## src/rtl/filt_pkg.sv

```systemverilog
// Shared types and constants for the XADC-to-FIR feeder.
package filt_pkg;

    localparam int XADC_DATA_SIZE_DEF = 16;

    localparam logic [1:0] FILT_SEL_LPF = 2'b00;
    localparam logic [1:0] FILT_SEL_HPF = 2'b01;
    localparam logic [1:0] FILT_SEL_BPF = 2'b10;

    typedef enum logic [1:0] {
        ST_IDLE,
        ST_START,
        ST_WAIT,
        ST_OUT
    } feed_state_t;

endpackage

```

## src/rtl/filt_sample_fifo.sv

```systemverilog
// Small synchronous sample FIFO; a push into a full FIFO is accepted only when a pop frees a slot that cycle.
module filt_sample_fifo #(
    parameter int WIDTH   = 16,
    parameter int FIFO_AW = 4
) (
    input  logic             clk,
    input  logic             rst,
    input  logic             push,
    input  logic             pop,
    input  logic [WIDTH-1:0] din,
    output logic [WIDTH-1:0] dout,
    output logic             full,
    output logic             empty
);

    localparam int DEPTH = 2 ** FIFO_AW;

    logic [WIDTH-1:0] mem_q [DEPTH];
    logic [FIFO_AW:0] wr_ptr_q, wr_ptr_d;
    logic [FIFO_AW:0] rd_ptr_q, rd_ptr_d;
    logic             do_push;
    logic             do_pop;

    // Extra pointer MSB distinguishes full from empty when the index bits match.
    assign empty = (wr_ptr_q == rd_ptr_q);
    assign full  = (wr_ptr_q[FIFO_AW] != rd_ptr_q[FIFO_AW]) &&
                   (wr_ptr_q[FIFO_AW-1:0] == rd_ptr_q[FIFO_AW-1:0]);
    assign dout  = mem_q[rd_ptr_q[FIFO_AW-1:0]];

    always_comb begin
        do_pop   = pop && !empty;
        do_push  = push && (!full || do_pop);
        wr_ptr_d = wr_ptr_q;
        rd_ptr_d = rd_ptr_q;
        if (do_push) wr_ptr_d = wr_ptr_q + 1'b1;
        if (do_pop)  rd_ptr_d = rd_ptr_q + 1'b1;
    end

    always_ff @(posedge clk or posedge rst) begin
        if (rst) begin
            wr_ptr_q <= '0;
            rd_ptr_q <= '0;
        end else begin
            wr_ptr_q <= wr_ptr_d;
            rd_ptr_q <= rd_ptr_d;
        end
    end

    always_ff @(posedge clk) begin
        if (do_push) mem_q[wr_ptr_q[FIFO_AW-1:0]] <= din;
    end

endmodule

```

## src/rtl/filt_feeder.sv

```systemverilog
// Sequences buffered ADC samples through the FIR core one at a time and
// streams each result out on a valid/ready interface.
module filt_feeder
    import filt_pkg::*;
#(
    parameter int XADC_DATA_SIZE = XADC_DATA_SIZE_DEF,
    parameter int FIFO_AW        = 4,
    parameter int START_CYCLES   = 2,
    parameter int TIMEOUT_CYCLES = 1024,
    parameter int CNT_W          = 16
) (
    input  logic                      clk,
    input  logic                      rst,
    input  logic                      adc_valid,
    input  logic [XADC_DATA_SIZE-1:0] adc_data,
    input  logic [1:0]                filt_select_i,
    output logic [1:0]                filt_select_o,
    output logic                      filt_start,
    output logic [XADC_DATA_SIZE-1:0] filt_input,
    input  logic                      filt_done,
    input  logic [XADC_DATA_SIZE-1:0] filt_result,
    output logic                      out_valid,
    output logic [XADC_DATA_SIZE-1:0] out_data,
    input  logic                      out_ready,
    output logic                      busy,
    output logic [CNT_W-1:0]          overflow_cnt,
    output logic                      timeout_err
);

    // One counter serves both the start pulse and the WAIT timeout.
    localparam int CW = $clog2(TIMEOUT_CYCLES + START_CYCLES + 1);

    feed_state_t               state_q, state_d;
    logic [CW-1:0]             cnt_q, cnt_d;
    logic [XADC_DATA_SIZE-1:0] input_q, input_d;
    logic [1:0]                sel_q, sel_d;
    logic [XADC_DATA_SIZE-1:0] out_data_q, out_data_d;
    logic                      out_valid_q, out_valid_d;
    logic                      timeout_q, timeout_d;
    logic [CNT_W-1:0]          ovf_q, ovf_d;
    logic                      done_q, done_d;
    logic                      rise_q, rise_d;

    logic                      fifo_pop;
    logic [XADC_DATA_SIZE-1:0] fifo_dout;
    logic                      fifo_full;
    logic                      fifo_empty;

    filt_sample_fifo #(
        .WIDTH   (XADC_DATA_SIZE),
        .FIFO_AW (FIFO_AW)
    ) u_fifo (
        .clk   (clk),
        .rst   (rst),
        .push  (adc_valid),
        .pop   (fifo_pop),
        .din   (adc_data),
        .dout  (fifo_dout),
        .full  (fifo_full),
        .empty (fifo_empty)
    );

    always_comb begin
        state_d     = state_q;
        cnt_d       = cnt_q;
        input_d     = input_q;
        sel_d       = sel_q;
        out_data_d  = out_data_q;
        out_valid_d = out_valid_q;
        timeout_d   = timeout_q;
        ovf_d       = ovf_q;
        fifo_pop    = 1'b0;
        done_d      = filt_done;
        // The rise is registered once more, so a result lands two cycles after done.
        rise_d      = filt_done & ~done_q;

        case (state_q)
            ST_IDLE: begin
                if (!fifo_empty && !filt_done) begin
                    fifo_pop = 1'b1;
                    input_d  = fifo_dout;
                    sel_d    = filt_select_i;
                    cnt_d    = '0;
                    state_d  = ST_START;
                end
            end
            ST_START: begin
                if (cnt_q == CW'(START_CYCLES - 1)) begin
                    cnt_d   = '0;
                    state_d = ST_WAIT;
                end else begin
                    cnt_d = cnt_q + CW'(1);
                end
            end
            ST_WAIT: begin
                if (rise_q) begin
                    out_data_d  = filt_result;
                    out_valid_d = 1'b1;
                    state_d     = ST_OUT;
                end else if (cnt_q == CW'(TIMEOUT_CYCLES - 1)) begin
                    timeout_d = 1'b1;
                    state_d   = ST_IDLE;
                end else begin
                    cnt_d = cnt_q + CW'(1);
                end
            end
            ST_OUT: begin
                if (out_ready) begin
                    out_valid_d = 1'b0;
                    state_d     = ST_IDLE;
                end
            end
            default: state_d = ST_IDLE;
        endcase

        if (adc_valid && fifo_full && !fifo_pop && (ovf_q != '1)) begin
            ovf_d = ovf_q + CNT_W'(1);
        end
    end

    always_ff @(posedge clk or posedge rst) begin
        if (rst) begin
            state_q     <= ST_IDLE;
            cnt_q       <= '0;
            input_q     <= '0;
            sel_q       <= FILT_SEL_LPF;
            out_data_q  <= '0;
            out_valid_q <= 1'b0;
            timeout_q   <= 1'b0;
            ovf_q       <= '0;
            done_q      <= 1'b0;
            rise_q      <= 1'b0;
        end else begin
            state_q     <= state_d;
            cnt_q       <= cnt_d;
            input_q     <= input_d;
            sel_q       <= sel_d;
            out_data_q  <= out_data_d;
            out_valid_q <= out_valid_d;
            timeout_q   <= timeout_d;
            ovf_q       <= ovf_d;
            done_q      <= done_d;
            rise_q      <= rise_d;
        end
    end

    assign filt_start    = (state_q == ST_START);
    assign filt_input    = input_q;
    assign filt_select_o = sel_q;
    assign out_valid     = out_valid_q;
    assign out_data      = out_data_q;
    assign busy          = (state_q != ST_IDLE) || !fifo_empty;
    assign overflow_cnt  = ovf_q;
    assign timeout_err   = timeout_q;

endmodule

```

## config.mk

```make
export PLATFORM = sky130hd
export DESIGN_NAME = filt_feeder
export DESIGN_NICKNAME = d
export VERILOG_FILES = /design/src/rtl/filt_pkg.sv /design/src/rtl/filt_sample_fifo.sv /design/src/rtl/filt_feeder.sv
export SDC_FILE = /design/constraint.sdc
export NUM_CORES = 1
export LEC_CHECK = 0
export CAP_MARGIN = 20
export CELL_PAD_IN_SITES_DETAIL_PLACEMENT = 0
export CELL_PAD_IN_SITES_GLOBAL_PLACEMENT = 1
export CORE_ASPECT_RATIO = 2
export CORE_MARGIN = 1
export CORE_UTILIZATION = 55
export CTS_CLUSTER_DIAMETER = 120
export DETAILED_ROUTE_END_ITERATION = 10
export PLACE_DENSITY = 0.92
export SLEW_MARGIN = 20
export SYNTH_ARGS = -nofsm -noshare
export SYNTH_HDL_FRONTEND = slang
export SYNTH_SLANG_ARGS = --single-unit
```

## constraint.sdc

```tcl
create_clock -name clk -period 7 [get_ports clk]
set_clock_uncertainty 0.1 [all_clocks]
set_input_delay 0.7 -clock clk [delete_from_list [all_inputs] [get_ports clk]]
set_output_delay 0.7 -clock clk [all_outputs]
set_load 0.1 [all_outputs]
```

==> key figures, run 1 <==
Global routing
  – GRT Overall Usage: 0.256
  – Vias in the first global route: ~7600
  – First-pass GRT wire length: about 46000 µm
  – Total gr overflow: 0
  – Antenna violations before repair: 0
  – Largest net degree at the start of global routing: 78

Yosys
  – Most frequent cell after synthesis: edfxtp_1
  – Post-synth cell types: 57
  – Net Count, Synth: between 700 and 800
  – Yosys top cell area share: 0.578
  – Yosys reg bits: 333
  – Most used DFF post-synth: edfxtp_1
  – Syn. warnings: 0
  – Commonest cells post-synth: edfxtp_1, dfrtp_1, mux4_2
  – Cells after synthesis: 719
  – Proportion of synthesized chip area in sequential cells: 0.723
  – Ys async rst share: 0.231
  – Mapped Area: 13300 µm²
  – Syn avg cell area: ~18 µm²
  – Area leader, netlist: edfxtp_1
  – Post-synth EDFFs: around 260
  – Ranking of synthesized cells by area: edfxtp_1, dfrtp_1, mux4_2, o22ai_1, mux2_2

Timing
  – F_max: approximately 260 MHz
  – Tightest Pin Transition: 1.05 ns
  – Hold Vio Cnt, Final: 0
  – Final worst slack: 3.10 ns
  – RSZ-0062 raised after global routing: false
  – Final setup fails: 0
  – Final worst-path cycle share: 0.557
  – Slew margin rel.: 0.294
  – Final Critical Period: just under 4 ns
  – Final Hold Slack: between 0.3 and 0.4 ns
  – Setup TNS: 0 ns
  – Pins over their slew limit: 0

Power and ir drop
  – Pwr Density: ~450 nW/µm²
  – Power consumption: between 6 and 7 mW
  – Pleak: 5.36 nW
  – Peak VDD IR: roughly 0.00041 V

Floorplanning
  – Die ar.: 24800 µm²
  – FP Rows: 80
  – Die Y: around 220 µm
  – Initial Util: 0.558
  – Die width: between 100 and 150 µm
  – CORE AREA: 23800 µm²
  – I/O Pins: slightly above 90

Job
  – Total of max-cap violations: 0

CTS
  – CTS clock-pin slew for the worst setup and hold paths: 0.08 ns
  – Longest Clk Path Bufs: 3
  – H-tree depth: 1
  – Hold Buf Count CTS: 0
  – Skew-Pair Late Insertion Delay: between 0.5 and 0.6 ns
  – Setup Fix Bufs, Post-CTS: 0
  – TritonCTS Sinks: 333
  – Root Buffer: clkbuf_16
  – Num CTS Buffers: 28
  – CTS tree: built
  – Post-cts gate resize count: 0

Routing
  – Vias/cell: ~6.4
  – Antenna Nets Post-Route: 0
  – WL final: between 30000 and 40000 µm
  – Wire per inst: between 20 and 30 µm
  – Met3 wire length: 1670 µm
  – DRC violations left: 15
  – Routed length on met2: around 17000 µm
  – Routed via count: just over 7000
  – Max Used Layer: met4
  – M1 WL: ~10000 µm
  – Iter 0 DRT Violations: 571
  – DR pass1 iterations: 8

Worst setup path
  – Startpoint type of the worst setup path: register
  – R2r endpoint: u_fifo.mem_q[9][5]$_DFFE_PP_
  – CP Max Fanout: 36
  – WP data required: 6.20 ns
  – Worst Setup SP: u_fifo.rd_ptr_q[0]$_DFFE_PP0P_
  – R2R Setup Slk: 3.75 ns
  – R2R depth: 4
  – CP endpoint kind: output pin
  – Critical path arrival: around 3.1 ns
  – CP endpoint: busy
  – Critical path class: register to output pin
  – R2r startpoint: u_fifo.rd_ptr_q[0]$_DFFE_PP0P_

Finish
  – Final net count: between 800 and 900
  – Area grow syn2layout: 15.6%
  – Fin area: approximately 15000 µm²
  – Layout cells sized above 1: 0.179
  – Antenna fix cells: 0
  – Final-layout fill cell count: about 1600

Min path
  – HP Class: register to register

Placed design
  – Port buffer count: between 90 and 100
  – Area post-placement: 14400 µm²
  – GP Congestion: slightly above 0.9
  – Post-DP HPWL: around 21000 µm
  – Worst Setup Slack post-DPL: between 3 and 4 ns

Run status
  – Failing checks: DRC
  – Status: complete, but fails checks
## through the flow
| stage | cells | utilization |
|---|---|---|
| 6_report | 1119 | 0.645 |
| 5_1_grt | 1119 | 0.645 |
| 4_1_cts | 1119 | 0.645 |
| 3_5_place_dp | 1067 | 0.606 |
| 3_3_place_gp | 1067 | 0.606 |
| 2_1_floorplan | 719 | - |
## worst min-delay path by stage
stage	slack, ns	depth (start not counted)	endpoint	from
after floorplan	0.28	1	rise_q$_DFF_PP0_	done_q$_DFF_PP0_
after global placement	0.29	1	rise_q$_DFF_PP0_	done_q$_DFF_PP0_
after detailed placement	0.31	1	rise_q$_DFF_PP0_	done_q$_DFF_PP0_
after CTS	0.32	1	rise_q$_DFF_PP0_	done_q$_DFF_PP0_
after global routing	0.33	1	rise_q$_DFF_PP0_	done_q$_DFF_PP0_
final	0.32	1	rise_q$_DFF_PP0_	done_q$_DFF_PP0_
## per-layer routing
| layer | track usage | vias up |
|---|---|---|
| li1 | - | 3054 |
| met1 | 0.276 | 3636 |
| met2 | 0.456 | 330 |
| met3 | 0.0416 | 87 |
| met4 | 0.177 | 0 |
| met5 | 0 | - |
## worst max-delay path: stages, from the launching register on
cell	delay [ns]
dfrtp_4	0.86
xnor2_2	0.19
and4_1	0.22
nand3_1	0.10
clkdlybuf4s50_1	1.13
## sequential cells by signal, summed over array words and instances (netlist names)
name,count
u_fifo.mem_q,256
cnt_q,11
out_data,16
done_q,1
filt_select_o,2
filt_input,16
u_fifo.rd_ptr_q,5
rise_q,1
out_valid,1
state_q,2
overflow_cnt,16
timeout_err,1
u_fifo.wr_ptr_q,5
## power by group
part           total [mW]  switching [mW]  leakage [nW]  internal (mW)
Combinational        2.67            1.79          1.63          0.880
Clock                1.58           0.696         0.439          0.885
Sequential           2.65           0.216          3.29           2.44
Total                6.90            2.70          5.36           4.20
## layout by cell type (no fill, tap or decap), drive strengths merged, types with 3 or more instances in the layout
master / instances
dfrtp: 77
clkbuf: 37
nand2: 38
o21ai: 6
o22ai: 32
o31ai: 17
nor4: 3
a22o: 8
and3: 19
bufinv: 3
buf: 5
clkinv: 7
a211o: 9
nand4: 14
mux4: 64
mux2: 21
clkinvlp: 5
nor2b: 4
xnor2: 23
inv: 13
edfxtp: 256
nand3: 10
nor2: 16
nand2b: 3
or2: 3
clkdlybuf4s50: 92
xor2: 6
nor3: 5
ha: 13
## logic make-up after synthesis
family	after synthesis	share of synthesized area
XOR/XNOR	29	0.0214
buffers and inverters	49	0.0184
flip-flops	333	0.723
AO/OA/AOI/OAI	87	0.0485
multiplexers	85	0.126
AND/OR/NAND/NOR	123	0.0503
adder cells (fa/ha/maj)	13	0.0122
## final cells by class
cell class,instances,area (µm²),area share
clock inverters,15,164,0.0107
well taps,287,359,0.0234
inverters,13,50.0,0.00326
flip-flops and latches,333,9620,0.626
clock buffers,37,766,0.0498
repair buffers,97,962,0.0626
multi-input cells,337,3460,0.225
Note: power is estimated with default switching activity, not from simulation.
==> run 2: changes to the inputs <==
--- a/config.mk
+++ b/config.mk
@@ -10,10 +10,10 @@
 export CELL_PAD_IN_SITES_GLOBAL_PLACEMENT = 1
 export CORE_ASPECT_RATIO = 2
 export CORE_MARGIN = 1
-export CORE_UTILIZATION = 55
+export CORE_UTILIZATION = 51
 export CTS_CLUSTER_DIAMETER = 120
 export DETAILED_ROUTE_END_ITERATION = 10
-export PLACE_DENSITY = 0.92
+export PLACE_DENSITY = 0.87
 export SLEW_MARGIN = 20
 export SYNTH_ARGS = -nofsm -noshare
 export SYNTH_HDL_FRONTEND = slang
==> constraint.sdc (replaced) <==
create_clock -name clk -period 3.8 [get_ports clk]
set_clock_uncertainty 0.1 [all_clocks]
set_input_delay 0.38 -clock clk [delete_from_list [all_inputs] [get_ports clk]]
set_output_delay 0.38 -clock clk [all_outputs]
set_load 0.1 [all_outputs]
==> key figures, run 2 (synthesized netlist as in run 1, its figures left out) <==
Run status
  – Status: finished, final reports clean

Job
  – Total of max-cap violations: 0

Placed design
  – Cells after DPL: around 1100
  – Area post-placement: about 15000 µm²
  – Worst Setup Slack post-DPL: between 0.7 and 0.8 ns
  – Post-DP HPWL: between 15000 and 20000 µm
  – GP Congestion: 0.785
  – Port buffer count: between 90 and 100

Timing
  – Slew margin rel.: 0.310
  – Final Critical Period: 3.06 ns
  – Final worst-path cycle share: 0.806
  – Final setup fails: 0
  – Pins over their slew limit: 0
  – RSZ-0062 raised after global routing: false
  – F_max: about 330 MHz
  – Final worst slack: 0.735 ns
  – Hold Vio Cnt, Final: 0
  – Tightest Pin Transition: between 1 and 1.5 ns
  – Setup TNS: 0 ns

Global routing
  – Antenna violations before repair: 0
  – Met2 Use GR: 0.406
  – First-pass GRT wire length: roughly 43000 µm
  – Vias in the first global route: 7550
  – Total gr overflow: 0
  – Largest net degree at the start of global routing: 54
  – Met1 Usage GRT: 0.255
  – Busiest grt layer: met2
  – GRT Overall Usage: 0.221
  – GR Util met3: 0.0328

Routing
  – Antenna Nets Post-Route: 0
  – Routed via count: 7040
  – Iter 0 DRT Violations: 550
  – DR pass1 iterations: 5
  – Vias/cell: about 5.9
  – Wire per inst: between 20 and 25 µm
  – DRC violations left: 0
  – WL final: around 28000 µm

Finish
  – Final-layout fill cell count: approximately 1900
  – Antenna fix cells: 0
  – Area grow syn2layout: 16.9%
  – Commonest non-fill, non-tap cell in the layout: edfxtp_1
  – Non-Filler Instances: 1184
  – Highest-count cells in the layout ignoring fill and taps: edfxtp_1, clkdlybuf4s50_1, dfrtp_1
  – Max reg flops: 256
  – Layout cells sized above 1: 0.192
  – Fin area: 15500 µm²
  – Final net count: a little under 900

Floorplanning
  – Initial Util: 0.518
  – FP Rows: 83
  – I/O Pins: 93
  – CORE AREA: between 20000 and 30000 µm²
  – Die width: ~120 µm
  – Die Y: roughly 230 µm
  – Die ar.: approximately 27000 µm²

Worst setup path
  – CP Max Fanout: 20
  – Startpoint type of the worst setup path: register
  – CP endpoint kind: register
  – Critical path arrival: 3.14 ns
  – Crit-path slowest cell: and3_1
  – WP data required: approximately 3.9 ns
  – Critical path class: register to register
  – Worst path max stage delay: roughly 0.83 ns
  – CP top delay family: simple AND/OR/NAND/NOR gates
  – CP cell instances: inv_1, ha_1, nor2b_1, o31a_1, and3_1
  – Buf/Inv on CP: 1

CTS
  – TritonCTS Sinks: between 300 and 400
  – Skew-Pair Late Insertion Delay: 0.56 ns
  – Post-cts gate resize count: 0
  – H-tree depth: 1
  – Root Buffer: clkbuf_16
  – Longest Clk Path Bufs: 3
  – Setup Fix Bufs, Post-CTS: 0
  – CTS clock-pin slew for the worst setup and hold paths: approximately 0.070 ns
  – Hold Buf Count CTS: 0
  – Num CTS Buffers: 28
  – CTS tree: built

Power and ir drop
  – Peak VDD IR: between 0.0006 and 0.0007 V
  – Pleak: between 5 and 6 nW
  – Pwr Density: a little over 800 nW/µm²

Min path
  – HP Class: input pin to asynchronous set/reset pin
[run 2: cell types whose count changed in the layout (fill, tap and decap cells not counted)]
cell,change
bufinv_16,+1
clkdlybuf4s50_1,-1
clkbuf_1,+2
inv_6,+2
clkinvlp_4,-4
buf_4,+14
clkinv_1,-2
buf_6,-1
inv_4,+1
[run 2: layout make-up]
class | instances | area, µm² | share of cell area
Clock buffer | 39 | 773 | 0.0497
Clock inverter | 13 | 179 | 0.0115
Inverter | 13 | 51.3 | 0.00330
Multi-Input combinational cell | 337 | 3460 | 0.222
Sequential cell | 333 | 9620 | 0.619
Tap cell | 340 | 425 | 0.0274
Timing Repair Buffer | 109 | 1050 | 0.0673
[run 2: final timing paths]
| path | startpoint | to | slack, ns | cells after the start |
|---|---|---|---|---|
| max reg2reg | state_q[1]$_DFFE_PP0P_ | u_fifo.mem_q[13][5]$_DFFE_PP_ | 0.74 | 5 |
| min in group clk | filt_done | done_q$_DFF_PP0_ | 0.26 | 1 |
| max | state_q[1]$_DFFE_PP0P_ | u_fifo.mem_q[13][5]$_DFFE_PP_ | 0.74 | 5 |
| min | rst | u_fifo.rd_ptr_q[0]$_DFFE_PP0P_ | 0.21 | 2 |
| min reg2reg | done_q$_DFF_PP0_ | rise_q$_DFF_PP0_ | 0.30 | 1 |
| max in group asynchronous | rst | filt_input[7]$_DFFE_PP0N_ | 2.70 | 3 |
[run 2: worst reg2reg max path: cells and delay by family (launching register included)]
kind | cells | cell delay [ns]
adder cells (fa/ha/maj) | 1 | 0.27
AO/OA/AOI/OAI | 1 | 0.58
flip-flops | 1 | 0.42
buffers and inverters | 1 | 0.14
AND/OR/NAND/NOR | 2 | 1.17
[run 2: power by group]
| part | switching, mW | total (mW) | internal [mW] |
|---|---|---|---|
| Sequential | 0.343 | 4.83 | 4.48 |
| Clock | 1.29 | 2.99 | 1.71 |
| Combinational | 3.16 | 4.79 | 1.63 |
[run 2: stage by stage]
step           utilization  power (mW)  hold slack (ns)
2_1_floorplan            -        8.53            0.278
3_3_place_gp         0.569        9.60            0.285
3_5_place_dp         0.569        9.70            0.287
4_1_cts              0.606        12.7            0.242
5_1_grt              0.606        13.1            0.256
6_report             0.606        12.6            0.209
[run 2: per-layer routing]
layer | wire length (µm) | vias up
li1 | - | 3081
met3 | 1830 | 55
met5 | 0 | -
met2 | 15600 | 294
met1 | 9760 | 3610
met4 | 854 | 0
==> run 3: changes to the inputs <==
==> constraint.sdc (replaced) <==
create_clock -name clk -period 2.9 [get_ports clk]
set_clock_uncertainty 0.1 [all_clocks]
set_input_delay 0.29 -clock clk [delete_from_list [all_inputs] [get_ports clk]]
set_output_delay 0.29 -clock clk [all_outputs]
set_load 0.1 [all_outputs]
==> key figures, run 3 (synthesized netlist as in run 1, its figures left out) <==
Global routing
  – First-pass GRT wire length: 44100 µm
  – Vias in the first global route: ~7300
  – Largest net degree at the start of global routing: a little under 70
  – GRT Overall Usage: 0.233
  – Antenna violations before repair: 0
  – Total gr overflow: 0

Finish
  – Area grow syn2layout: 17.0%
  – Final-layout fill cell count: roughly 1900
  – Max reg flops: ~260
  – Highest-count cells in the layout ignoring fill and taps: edfxtp_1, buf_4, dfrtp_1
  – Final net count: about 890
  – Antenna fix cells: 0
  – Layout cells sized above 1: 0.270
  – Commonest non-fill, non-tap cell in the layout: edfxtp_1
  – Finished Core Util: 0.607

Worst setup path
  – Most used cell, CP: buf_4
  – Startpoint type of the worst setup path: register
  – R2r startpoint: state_q[0]$_DFFE_PP0P_
  – Critical path arrival: about 2.6 ns
  – Worst path max stage delay: approximately 0.42 ns
  – R2R Setup Slk: just under 0.4 ns
  – Worst Setup SP: state_q[0]$_DFFE_PP0P_
  – CP Max Fanout: 16
  – CP cell instances: inv_1, ha_1, nor2b_1, o31a_1, buf_4, and3_1, buf_4
  – WP data required: between 3 and 4 ns
  – Crit-path slowest cell: dfrtp_1
  – CP endpoint kind: register
  – Critical path class: register to register

Floorplanning
  – Die ar.: roughly 27000 µm²
  – I/O Pins: just over 90
  – CORE AREA: ~26000 µm²
  – FP Rows: 83
  – Die width: roughly 120 µm
  – Die Y: around 230 µm
  – Initial Util: 0.518

Routing
  – Antenna Nets Post-Route: 0
  – Iter 0 DRT Violations: 601
  – Routed via count: between 7000 and 8000
  – DRC violations left: 0
  – Vias/cell: between 5 and 6
  – DR pass1 iterations: 5
  – Wire per inst: around 25 µm
  – WL final: 29500 µm

Placed design
  – Port buffer count: just over 90
  – Post-DP HPWL: roughly 20000 µm
  – GP Congestion: 0.910
  – Worst Setup Slack post-DPL: roughly 0.45 ns

CTS
  – CTS tree: built
  – Num CTS Buffers: 28
  – Hold Buf Count CTS: 0
  – CTS clock-pin slew for the worst setup and hold paths: 0.07 ns
  – Post-cts gate resize count: 0
  – Root Buffer: clkbuf_16
  – Setup Fix Bufs, Post-CTS: 0
  – Skew-Pair Late Insertion Delay: 0.55 ns
  – TritonCTS Sinks: ~330
  – Longest Clk Path Bufs: 3
  – H-tree depth: 1

Timing
  – Setup TNS: 0 ns
  – Slew margin rel.: 0.446
  – Final worst-path cycle share: 0.867
  – F_max: just under 400 MHz
  – RSZ-0062 raised after global routing: false
  – Final Hold Slack: approximately 0.035 ns
  – Final worst slack: just under 0.4 ns
  – Tightest Pin Transition: 0.828 ns
  – Pins over their slew limit: 0
  – Hold Vio Cnt, Final: 0
  – Final Critical Period: between 2 and 3 ns
  – Final setup fails: 0

Power and ir drop
  – Pwr Density: roughly 1100 nW/µm²
  – Pleak: 5.60 nW
  – Peak VDD IR: around 0.00095 V

Run status
  – Status: finished, final reports clean

Job
  – Total of max-cap violations: 0

Min path
  – HP Class: input pin to asynchronous set/reset pin
run 3: changes by cell type in the layout (fill, tap and decap cells not counted), moves of 2 or more:
cell | previous run | this run
clkinvlp_4 | 1 | 3
clkdlybuf4s50_1 | 91 | 38
buf_4 | 18 | 81
clkbuf_1 | 9 | 1
clkinv_1 | 0 | 4
buf_12 | 0 | 2
run 3: metal layers:
metal  global-route usage  wire length [µm]
met5                    0                 0
met3               0.0228              1150
met2                0.422             16300
met1                0.255             10000
met4                0.149              2060
run 3: final cells by class:
cell class              instances  area (µm²)  share of cell area
repair buffers                121        1030              0.0661
flip-flops and latches        333        9620               0.618
clock inverters                22         255              0.0164
inverters                      13        50.0             0.00322
multi-input cells             337        3460               0.222
well taps                     340         425              0.0273
clock buffers                  30         729              0.0469
run 3: per-stage QoR:
stage	cell area [µm²]	total power, mW	std cells
6_report	15600	16.8	1196
5_1_grt	15600	17.4	1196
4_1_cts	15600	16.9	1196
3_5_place_dp	14600	12.9	1144
3_3_place_gp	14600	12.8	1144
2_1_floorplan	13300	11.2	719
run 3: report_power, final:
part | internal [mW] | total, mW | switching (mW)
registers | 5.87 | 6.27 | 0.395
clock network | 2.29 | 3.97 | 1.68
logic | 2.13 | 6.53 | 4.40
run 3: worst max-delay path: cells and delay by family, from the launching register on:
| family | cells | cell delay, ns |
|---|---|---|
| buffers and inverters | 3 | 0.62 |
| AO/OA/AOI/OAI | 1 | 0.29 |
| AND/OR/NAND/NOR | 2 | 0.48 |
| flip-flops | 1 | 0.42 |
| adder cells (fa/ha/maj) | 1 | 0.27 |
run 3: path summary, 6_finish.rpt:
kind                                                end  cells after the start
setup reg to reg           u_fifo.mem_q[8][1]$_DFFE_PP_                      7
setup / recovery           u_fifo.mem_q[8][1]$_DFFE_PP_                      7
max in group asynchronous    filt_input[13]$_DFFE_PP0N_                      3
min in group clk                       done_q$_DFF_PP0_                      1
hold reg to reg                        rise_q$_DFF_PP0_                      1
hold / removal                   state_q[0]$_DFFE_PP0P_                      2
